===== src/rtl/adc_scan_sequencer_pkg.sv =====
// Shared FSM encoding and SPI command layout for the ADC scan sequencer.
package adc_scan_sequencer_pkg;

    typedef enum logic [2:0] {
        ST_IDLE      = 3'd0,
        ST_SELECT    = 3'd1,
        ST_START     = 3'd2,
        ST_WAIT_DONE = 3'd3,
        ST_PUSH      = 3'd4
    } state_t;

    // Bit positions are counted down from the command word MSB.
    localparam int CMD_CONVERT_MSB_OFS = 0;
    localparam int CMD_CH_MSB_OFS      = 1;

endpackage


===== src/rtl/adc_scan_sequencer_sample_fifo.sv =====
// sample_fifo: first-word-fall-through FIFO holding tagged ADC samples.
// Latency: a push is visible at the head one cycle later.
// Backpressure: push while full is refused unless a pop happens in the same cycle.
module sample_fifo #(
    parameter int WIDTH = 19,
    parameter int AW    = 3,
    parameter int DEPTH = 1 << AW
) (
    input  logic             clk,
    input  logic             rst,
    input  logic             push,
    input  logic [WIDTH-1:0] push_data,
    input  logic             pop,
    output logic [WIDTH-1:0] head_data,
    output logic             full,
    output logic             empty
);
    logic [WIDTH-1:0] mem [DEPTH];
    logic [AW-1:0]    wr_ptr;
    logic [AW-1:0]    rd_ptr;
    logic [AW:0]      count;
    logic             do_push;
    logic             do_pop;

    assign empty     = (count == '0);
    assign full      = (count == (AW+1)'(DEPTH));
    assign do_pop    = pop && !empty;
    assign do_push   = push && (!full || do_pop);
    assign head_data = mem[rd_ptr];

    always_ff @(posedge clk) begin
        if (do_push) begin
            mem[wr_ptr] <= push_data;
        end
    end

    always_ff @(posedge clk) begin
        if (rst) begin
            wr_ptr <= '0;
            rd_ptr <= '0;
            count  <= '0;
        end else begin
            if (do_push) begin
                wr_ptr <= wr_ptr + 1'b1;
            end
            if (do_pop) begin
                rd_ptr <= rd_ptr + 1'b1;
            end
            count <= count + {{AW{1'b0}}, do_push} - {{AW{1'b0}}, do_pop};
        end
    end

endmodule


===== src/rtl/adc_scan_sequencer.sv =====
// Periodic scan of enabled ADC channels over the SPI master; tagged results go to a FWFT FIFO.
// Latency: tick->spi_start 2 cycles, spi_new_data->FIFO write 1 cycle. ADC_PIPELINED_RESULT_EN: result of frame n tagged with frame n-1.
// Backpressure: a full FIFO drops the sample (sticky overflow); a tick during a scan is dropped (sticky overrun).
module adc_scan_sequencer
    import adc_scan_sequencer_pkg::*;
#(
    parameter int NUM_CH       = 8,
    parameter int CH_WIDTH     = 3,
    parameter int DATA_WIDTH   = 16,
    parameter int FIFO_DEPTH   = 8,
    parameter int FIFO_AW      = 3,
    parameter int PERIOD_WIDTH = 16
) (
    input  logic                    clk,
    input  logic                    rst,
    input  logic                    enable,
    input  logic [PERIOD_WIDTH-1:0] period,
    input  logic [NUM_CH-1:0]       ch_mask,
    output logic                    spi_start,
    output logic [DATA_WIDTH-1:0]   spi_data_in,
    input  logic                    spi_busy,
    input  logic                    spi_new_data,
    input  logic [DATA_WIDTH-1:0]   spi_data_out,
    output logic                    sample_valid,
    input  logic                    sample_ready,
    output logic [DATA_WIDTH-1:0]   sample_data,
    output logic [CH_WIDTH-1:0]     sample_ch,
    output logic                    scan_done,
    output logic                    overflow,
    output logic                    overrun,
    input  logic                    clear_flags
);
    state_t                           state, state_nxt;
    logic [PERIOD_WIDTH-1:0]          timer;
    logic                             tick;
    logic [CH_WIDTH:0]                idx;
    logic [CH_WIDTH-1:0]              cur_ch;
    logic [DATA_WIDTH-1:0]            cmd;
    logic [DATA_WIDTH-1:0]            result;
    logic                             found;
    logic [CH_WIDTH-1:0]              found_ch;
    logic                             more;
    logic                             push_en;
    logic                             fifo_push;
    logic                             fifo_pop;
    logic                             fifo_full;
    logic                             fifo_empty;
    logic [CH_WIDTH+DATA_WIDTH-1:0]   push_word;
    logic [CH_WIDTH+DATA_WIDTH-1:0]   fifo_head;

    function automatic logic [DATA_WIDTH-1:0] cmd_word(input logic [CH_WIDTH-1:0] ch);
        logic [DATA_WIDTH-1:0] w;
        w = '0;
        w[DATA_WIDTH-1-CMD_CONVERT_MSB_OFS] = 1'b1;
        w[DATA_WIDTH-1-CMD_CH_MSB_OFS -: CH_WIDTH] = ch;
        return w;
    endfunction

    assign tick = enable && (timer == period);

    always_ff @(posedge clk) begin
        if (rst || !enable || tick) begin
            timer <= '0;
        end else begin
            timer <= timer + 1'b1;
        end
    end

    // Lowest set mask bit at or above idx: the descending loop leaves the lowest hit.
    always_comb begin
        found    = 1'b0;
        found_ch = '0;
        for (int i = NUM_CH - 1; i >= 0; i--) begin
            if (ch_mask[i] && ((CH_WIDTH+1)'(i) >= idx)) begin
                found    = 1'b1;
                found_ch = CH_WIDTH'(i);
            end
        end
    end

`ifdef ADC_PIPELINED_RESULT_EN
    logic [CH_WIDTH-1:0] prev_ch;
    logic                have_prev;
    logic                dummy_sent;

    // One trailing frame repeating the last command collects the final result.
    always_ff @(posedge clk) begin
        if (rst) begin
            prev_ch    <= '0;
            have_prev  <= 1'b0;
            dummy_sent <= 1'b0;
        end else begin
            if (state == ST_IDLE && tick) begin
                have_prev  <= 1'b0;
                dummy_sent <= 1'b0;
            end
            if (state == ST_SELECT && !found && have_prev && !dummy_sent) begin
                dummy_sent <= 1'b1;
            end
            if (state == ST_PUSH) begin
                prev_ch   <= cur_ch;
                have_prev <= 1'b1;
            end
        end
    end

    assign more      = found || (have_prev && !dummy_sent);
    assign push_en   = have_prev;
    assign push_word = {prev_ch, result};
`else
    assign more      = found;
    assign push_en   = 1'b1;
    assign push_word = {cur_ch, result};
`endif

    always_comb begin
        state_nxt = state;
        spi_start = 1'b0;
        scan_done = 1'b0;
        fifo_push = 1'b0;
        case (state)
            ST_IDLE: begin
                if (tick) state_nxt = ST_SELECT;
            end
            ST_SELECT: begin
                if (more) begin
                    state_nxt = ST_START;
                end else begin
                    scan_done = 1'b1;
                    state_nxt = ST_IDLE;
                end
            end
            ST_START: begin
                if (!spi_busy) begin
                    spi_start = 1'b1;
                    state_nxt = ST_WAIT_DONE;
                end
            end
            ST_WAIT_DONE: begin
                if (spi_new_data) state_nxt = ST_PUSH;
            end
            ST_PUSH: begin
                fifo_push = push_en;
                state_nxt = ST_SELECT;
            end
            default: state_nxt = ST_IDLE;
        endcase
    end

    always_ff @(posedge clk) begin
        if (rst) begin
            state    <= ST_IDLE;
            idx      <= '0;
            cur_ch   <= '0;
            cmd      <= '0;
            result   <= '0;
            overflow <= 1'b0;
            overrun  <= 1'b0;
        end else begin
            state <= state_nxt;
            if (state == ST_IDLE && tick) idx <= '0;
            if (state == ST_SELECT && found) begin
                cur_ch <= found_ch;
                cmd    <= cmd_word(found_ch);
            end
            if (state == ST_WAIT_DONE && spi_new_data) result <= spi_data_out;
            if (state == ST_PUSH) idx <= {1'b0, cur_ch} + 1'b1;
            if (fifo_push && fifo_full && !fifo_pop) begin
                overflow <= 1'b1;
            end else if (clear_flags) begin
                overflow <= 1'b0;
            end
            if (tick && state != ST_IDLE) begin
                overrun <= 1'b1;
            end else if (clear_flags) begin
                overrun <= 1'b0;
            end
        end
    end

    assign spi_data_in  = cmd;
    assign fifo_pop     = sample_valid && sample_ready;
    assign sample_valid = !fifo_empty;
    assign {sample_ch, sample_data} = fifo_head;

    sample_fifo #(
        .WIDTH (CH_WIDTH + DATA_WIDTH),
        .AW    (FIFO_AW),
        .DEPTH (FIFO_DEPTH)
    ) u_fifo (
        .clk       (clk),
        .rst       (rst),
        .push      (fifo_push),
        .push_data (push_word),
        .pop       (fifo_pop),
        .head_data (fifo_head),
        .full      (fifo_full),
        .empty     (fifo_empty)
    );

endmodule


===== config.mk =====
export PLATFORM = sky130hd
export DESIGN_NAME = adc_scan_sequencer
export DESIGN_NICKNAME = d
export VERILOG_FILES = /design/src/rtl/adc_scan_sequencer_pkg.sv /design/src/rtl/adc_scan_sequencer_sample_fifo.sv /design/src/rtl/adc_scan_sequencer.sv
export SDC_FILE = /design/constraint.sdc
export NUM_CORES = 1
export LEC_CHECK = 0
export ABC_AREA = 1
export CORE_ASPECT_RATIO = 1.75
export CORE_MARGIN = 2
export CORE_UTILIZATION = 50
export DETAILED_ROUTE_END_ITERATION = 8
export GPL_TIMING_DRIVEN = 0
export MAX_ROUTING_LAYER = met4
export PLACE_DENSITY = 0.73
export REMOVE_ABC_BUFFERS = 1
export SLEW_MARGIN = 25
export SYNTH_ARGS = -nofsm -noshare
export SYNTH_HDL_FRONTEND = slang
export SYNTH_SLANG_ARGS = --single-unit

===== constraint.sdc =====
create_clock -name clk -period 2.3 [get_ports clk]
set_input_delay 0.46 -clock clk [delete_from_list [all_inputs] [get_ports clk]]
set_output_delay 0.46 -clock clk [all_outputs]
set_load 0.02 [all_outputs]

# Word level (Yosys, flattened, before mapping)
# Memory sizes are Yosys's and may differ from the RTL's. A register that Yosys moved wholly into a read port is not among the register bits.
# Cells that the tools add are included.
[totals]
regBits = 58
mem_bits_rw = 152
input_bits = 47
output_inout_bits = 40
word_cells = 102
n_memories = 1
[memory_table]
columns = ["name", "words", "width", "read_ports", "rd_ports_with_merged_regs", "write_ports", "line", "rtl"]
rows = [
  ["u_fifo.mem", 8, 19, 1, 1, 1, "adc_scan_sequencer_sample_fifo.sv:18", "logic [WIDTH-1:0] mem [DEPTH];"],
]
[classes]
addsub = 6
order_cmp = 8
n_eq_ne = 9
muxes = 35
reduce_logical = 32
[op_table]
columns = ["cell", "count"]
rows = [
  ["3-bit 2-to-1 mux", 13],
  ["1-bit logical AND", 18],
  ["1-bit 2-to-1 mux", 18],
  ["16-bit by 1-bit adder with 16-bit output (second input constant)", 1],
  ["16-bit equality test", 1],
  ["3-bit by 4-bit >= comparator with 1-bit output (first input constant)", 4],
  ["3-bit case mux with 5 select lines", 1],
  ["1-bit by 4-bit >= comparator with 1-bit output (first input constant)", 2],
  ["2-bit by 4-bit >= comparator with 1-bit output (first input constant)", 2],
  ["4-bit 2-to-1 mux", 2],
  ["3-bit by 1-bit adder with 3-bit output (second input constant)", 2],
  ["3-bit by 2-bit equality test with 1-bit output (second input constant)", 2],
  ["2-bit != test (second input constant)", 3],
  ["2-bit nonzero test", 3],
  ["3-bit by 1-bit adder with 4-bit output (second input constant)", 1],
  ["4-bit by 1-bit adder with 4-bit output", 1],
  ["4-bit equality test (second input constant)", 1],
  ["1-bit logical NOT", 4],
  ["4-bit logical NOT", 1],
  ["4-bit by 1-bit subtractor with 4-bit output", 1],
  ["3-bit by 1-bit equality test with 1-bit output (second input constant)", 1],
  ["3-bit equality test (second input constant)", 1],
  ["3-bit logical NOT", 1],
  ["1-bit logical OR", 3],
  ["other kinds (3)", 3],
]

# Logic depth before layout (Yosys ltp)
[logic_depth]
word_depth = 12
ltp_mapped = 13
mapped_depth_nobuf = 13

# Modules after synthesis
# A second synthesis with hierarchy kept.
[unflattened]
cells_unflattened = 959
hier_area_um2 = 9216.3
[modules_own_cells]
columns = ["module", "instances", "cells_per_inst", "area_each_um2", "seq_area_each_um2"]
rows = [
  ["sample_fifo", 1, 558, 6640.1, 4824.6],
  ["adc_scan_sequencer", 1, 401, 2576.2, 900.9],
]

# Worst setup path before layout
# Ideal clock, no wire load.
[synth_timing]
kind = "register to register"
from = "register u_fifo.count[2]"
to = "memory u_fifo.mem[0][0], enable pin"
setup_time_ps = 395
arrival_ps = 2042
required_ps = 1905
setup_slack_ps = -137
stages_incl_launch_ff = 10
n_path_buf = 0
period_less_slack_ps = 2437
path_cell_list = "dfxtp_1 -> inv_1 -> ha_1 -> nand2_1 -> nand2_1 -> nand2_1 -> nand2_1 -> inv_1 -> nand2_1 -> nor2_1"
[synth_via]
elab_chain_cells = 8
word_cells_on_any_way = 10
classes_between = "eq/ne: 1; mux: 2; reduce/logical: 7"
[synth_lines]
columns = ["item", "line", "rtl"]
rows = [
  ["from (decl)", "adc_scan_sequencer_sample_fifo.sv:21", "logic [AW:0] count;"],
  ["from (signal assigned)", "adc_scan_sequencer_sample_fifo.sv:49", "count <= count + {{AW{1'b0}}, do_push} - {{AW{1'b0}}, do_pop};"],
  ["4-bit logical NOT (*)", "adc_scan_sequencer_sample_fifo.sv:25", "assign empty = (count == '0);"],
  ["1-bit logical NOT (*)", "adc_scan_sequencer.sv:183", "assign sample_valid = !fifo_empty;"],
  ["named net sample_valid", "adc_scan_sequencer.sv:24", "output logic sample_valid,"],
  ["1-bit logical AND", "adc_scan_sequencer.sv:182", "assign fifo_pop = sample_valid && sample_ready;"],
  ["1-bit logical AND (*)", "adc_scan_sequencer_sample_fifo.sv:27", "assign do_pop = pop && !empty;"],
  ["1-bit logical OR (*)", "adc_scan_sequencer_sample_fifo.sv:28", "assign do_push = push && (!full || do_pop);"],
  ["1-bit logical AND (*)", "adc_scan_sequencer_sample_fifo.sv:28", ""],
  ["named net u_fifo.do_push", "adc_scan_sequencer_sample_fifo.sv:22", "logic do_push;"],
  ["1-bit 2-to-1 mux (*)", "adc_scan_sequencer_sample_fifo.sv:32", "if (do_push) begin"],
  ["1-bit 2-to-1 mux (implied by the code) (*)", "adc_scan_sequencer_sample_fifo.sv:33", "mem[wr_ptr] <= push_data;"],
  ["to (decl)", "adc_scan_sequencer_sample_fifo.sv:18", ""],
]
# The timed path passes the listed nets; every way through them passes the cells marked *.

==> metrics <==
largest net degree at the start of global routing 39; Post-Route Skew around 0.013 ns; Inserted Diodes 0; vias in the first global route 6,599; Core Rows 64; Worst Hold Depth 2; crit path kind flip-flop to output pin; Min-Delay Path Class flip-flop to flip-flop; CTS tree yes; Final nets 1,051; Final setup viols 19; number of enable flip-flop cells after synthesis ~150; Critical Path End Type output pin; port bufs 74; Reg-to-Reg End u_fifo.count[2]; Top FF cell, synth edfxtp_1; final hold vios 0; mapped cell area 8870 um^2; FFs w/ async S/R, synth 0%; insertion delay to the later sink of the worst-skew pair approximately 0.47 ns; First-pass DRT Iterations 5; Placer Congestion around 0.87; R2R Path Start state[2]; Chip Height approximately 180 um; fin util 66.4%; period utilization 108%; Peak VDD IR between 600 and 700 uV; placeable core area ~17,000 um^2; most common cell after layout, fill and taps aside edfxtp_1; I/O pin count between 80 and 90; Die Footprint between 15,000 and 20,000 um^2; initial antenna violation count 0; first-pass GRT wire length approximately 35,000 um; setup repair after global routing missed its margin yes; post-synthesis sequential area ratio approximately 65%; CTS sink count between 200 and 250; Unique masters post-synth 36; initial core utilization 50.8%; post-cts hold buffer count 0; Routed wire per std cell about 19 um; status finished with violations; Slew Viols, Final 0; Startpoint Class flip-flop; Vias 6,869; WP data arrival 2.02 ns; final wirelength ~24,000 um; Clk pin slew, worst setup/hold paths around 0.07 ns; final hold slack 0.482 ns; synth top area cells edfxtp_1 (51%), dfxtp_1 (13%), nor2_1 (7.8%); Root Driver clkbuf_16; layout cell share with drive strength beyond 1 between 15 and 20%; buffer depth of the longest clock path 3; Worst Setup EP sample_data[12]; die width 105 um; Via density approximately 5.6; Total GRT Usage between 20% and 30%; DRC Markers 0; max frequency approximately 400 MHz; Syn Inst Count 871; Slew headroom a little over two fifths; placed insts between 1,000 and 1,500; Worst Setup Slack, final -0.185 ns; Post-DRT Antenna Nets 0; most frequent cells in the layout edfxtp_1 (152), nor2_1 (150), nand2_1 (92); syn avg cell area between 10 and 15 um^2; Yosys warning count 0; area leader, netlist edfxtp_1; Max Cap Violations 0; pwr/cell area 967 nW/um^2; Final Non-Filler Cells roughly 1,200; grt ovf 0; total CTS buffers 19; Pleak between 4 and 5 nW; Required @ worst endpoint about 1.8 ns; reg2reg path depth 9; minimum clock period 2.48 ns; hpwl dp 11,200 um; Max H-tree Level 1; Critical Path Fanout Max 8; Slew @ Worst Pin roughly 0.86 ns; Pwr Total roughly 11 mW; reg-to-reg slack, setup around 0.14 ns; failing checks negative setup slack; area fraction of the dominant cell type after synthesis 51.5%; Hold Crit Start overflow; Synth Register Bits between 200 and 250; Filler cells between 1,000 and 1,500; drt first-iter violations between 400 and 500; Area Growth Syn to Fin 30.6%
-- routing by layer --
layer	wire (um)	share of wire, %	track usage (%)	vias up
met4	1070	4.5	10.9	0
met2	13100	55	45.9	301
met1	8160	34	26.5	3288
met3	1510	6.3	2.71	69
li1	-	-	-	3211
met5	0	0	-	-
-- worst min path at each step --
stage / slack, ns / endpoint
6_report: 0.48 / overflow
5_1_grt: 0.50 / overflow
4_1_cts: 0.48 / overflow
3_5_place_dp: 0.46 / overflow
3_3_place_gp: 0.45 / u_fifo.rd_ptr[2]
2_1_floorplan: 0.43 / flip-flop
-- synth_stat cells (all sizes together) (10+ instances only) --
cell type  instances
nor2             189
edfxtp           152
o21ai            100
nand2             94
inv               77
dfxtp             58
a21oi             42
buf               25
nand3             25
clkbuf            22
a31oi             19
o22ai             19
xor2              11
ha                10
-- critical path: stages (launching register included) --
cell and delay, ns:
dfxtp_4 0.48, bufbuf_16 0.31, nor2_1 0.05, nor2_1 0.13, o21ai_1 0.13, a31oi_2 0.26
buf_4 0.18
-- registers in the layout, indices dropped and copies added, names as in the netlist, 2 cells and up, named ones only --
name and count:
cur_ch 2, idx 4, result 16, spi_data_in 2, state 3, timer 16, u_fifo.count 4, u_fifo.mem 152
u_fifo.rd_ptr 3, u_fifo.wr_ptr 3
-- repair_timing --
item                                    CTS  global route
buffers inserted                         21            19
resized for setup                       175            94
gates cloned                             17             3
endpoints found under the setup margin  103           198
pin swaps                                16            54
-- cell families (layout without fill, tap and decap cells) --
logic type,after synthesis,in the layout,share of synthesized area (%)
xor gates and xnor gates,11,11,1.09
adders and majority gates,11,11,1.64
and+or+nand+nor,331,331,15.6
AOI/OAI and AO/OA,183,183,11.0
buffers and inverters,124,246,6.05
other,1,12,0.0423
DFF,210,210,64.5
-- final cells by class --
class                   count  area, um^2  share of cell area [%]
flip-flops and latches    210        5740                    49.5
multi-input cells         548        2940                    25.4
repair buffers            127        1560                    13.5
clock buffers              25         549                    4.74
inverters                  77         328                    2.83
well taps                 231         289                    2.49
repair inverters           10         136                    1.18
clock inverters             7        50.0                   0.432
-- power by group --
part | total (mW) | internal (mW) | switching (mW)
clock network | 3.05 | 1.70 | 1.35
registers | 4.42 | 4.21 | 0.211
logic | 3.74 | 1.65 | 2.09
total | 11.2 | 7.55 | 3.65
-- through the flow --
stage          TNS (ns)  area (um^2)  setup slack (ns)
2_1_floorplan    -40.42         8660             -1.31
3_3_place_gp    -261.17         9690             -3.88
3_5_place_dp     -72.19         9840            -0.733
4_1_cts           -1.94        11100            -0.116
5_1_grt           -3.56        11600            -0.270
6_report          -1.81        11600            -0.185
Note: power is estimated with default switching activity, not from simulation.
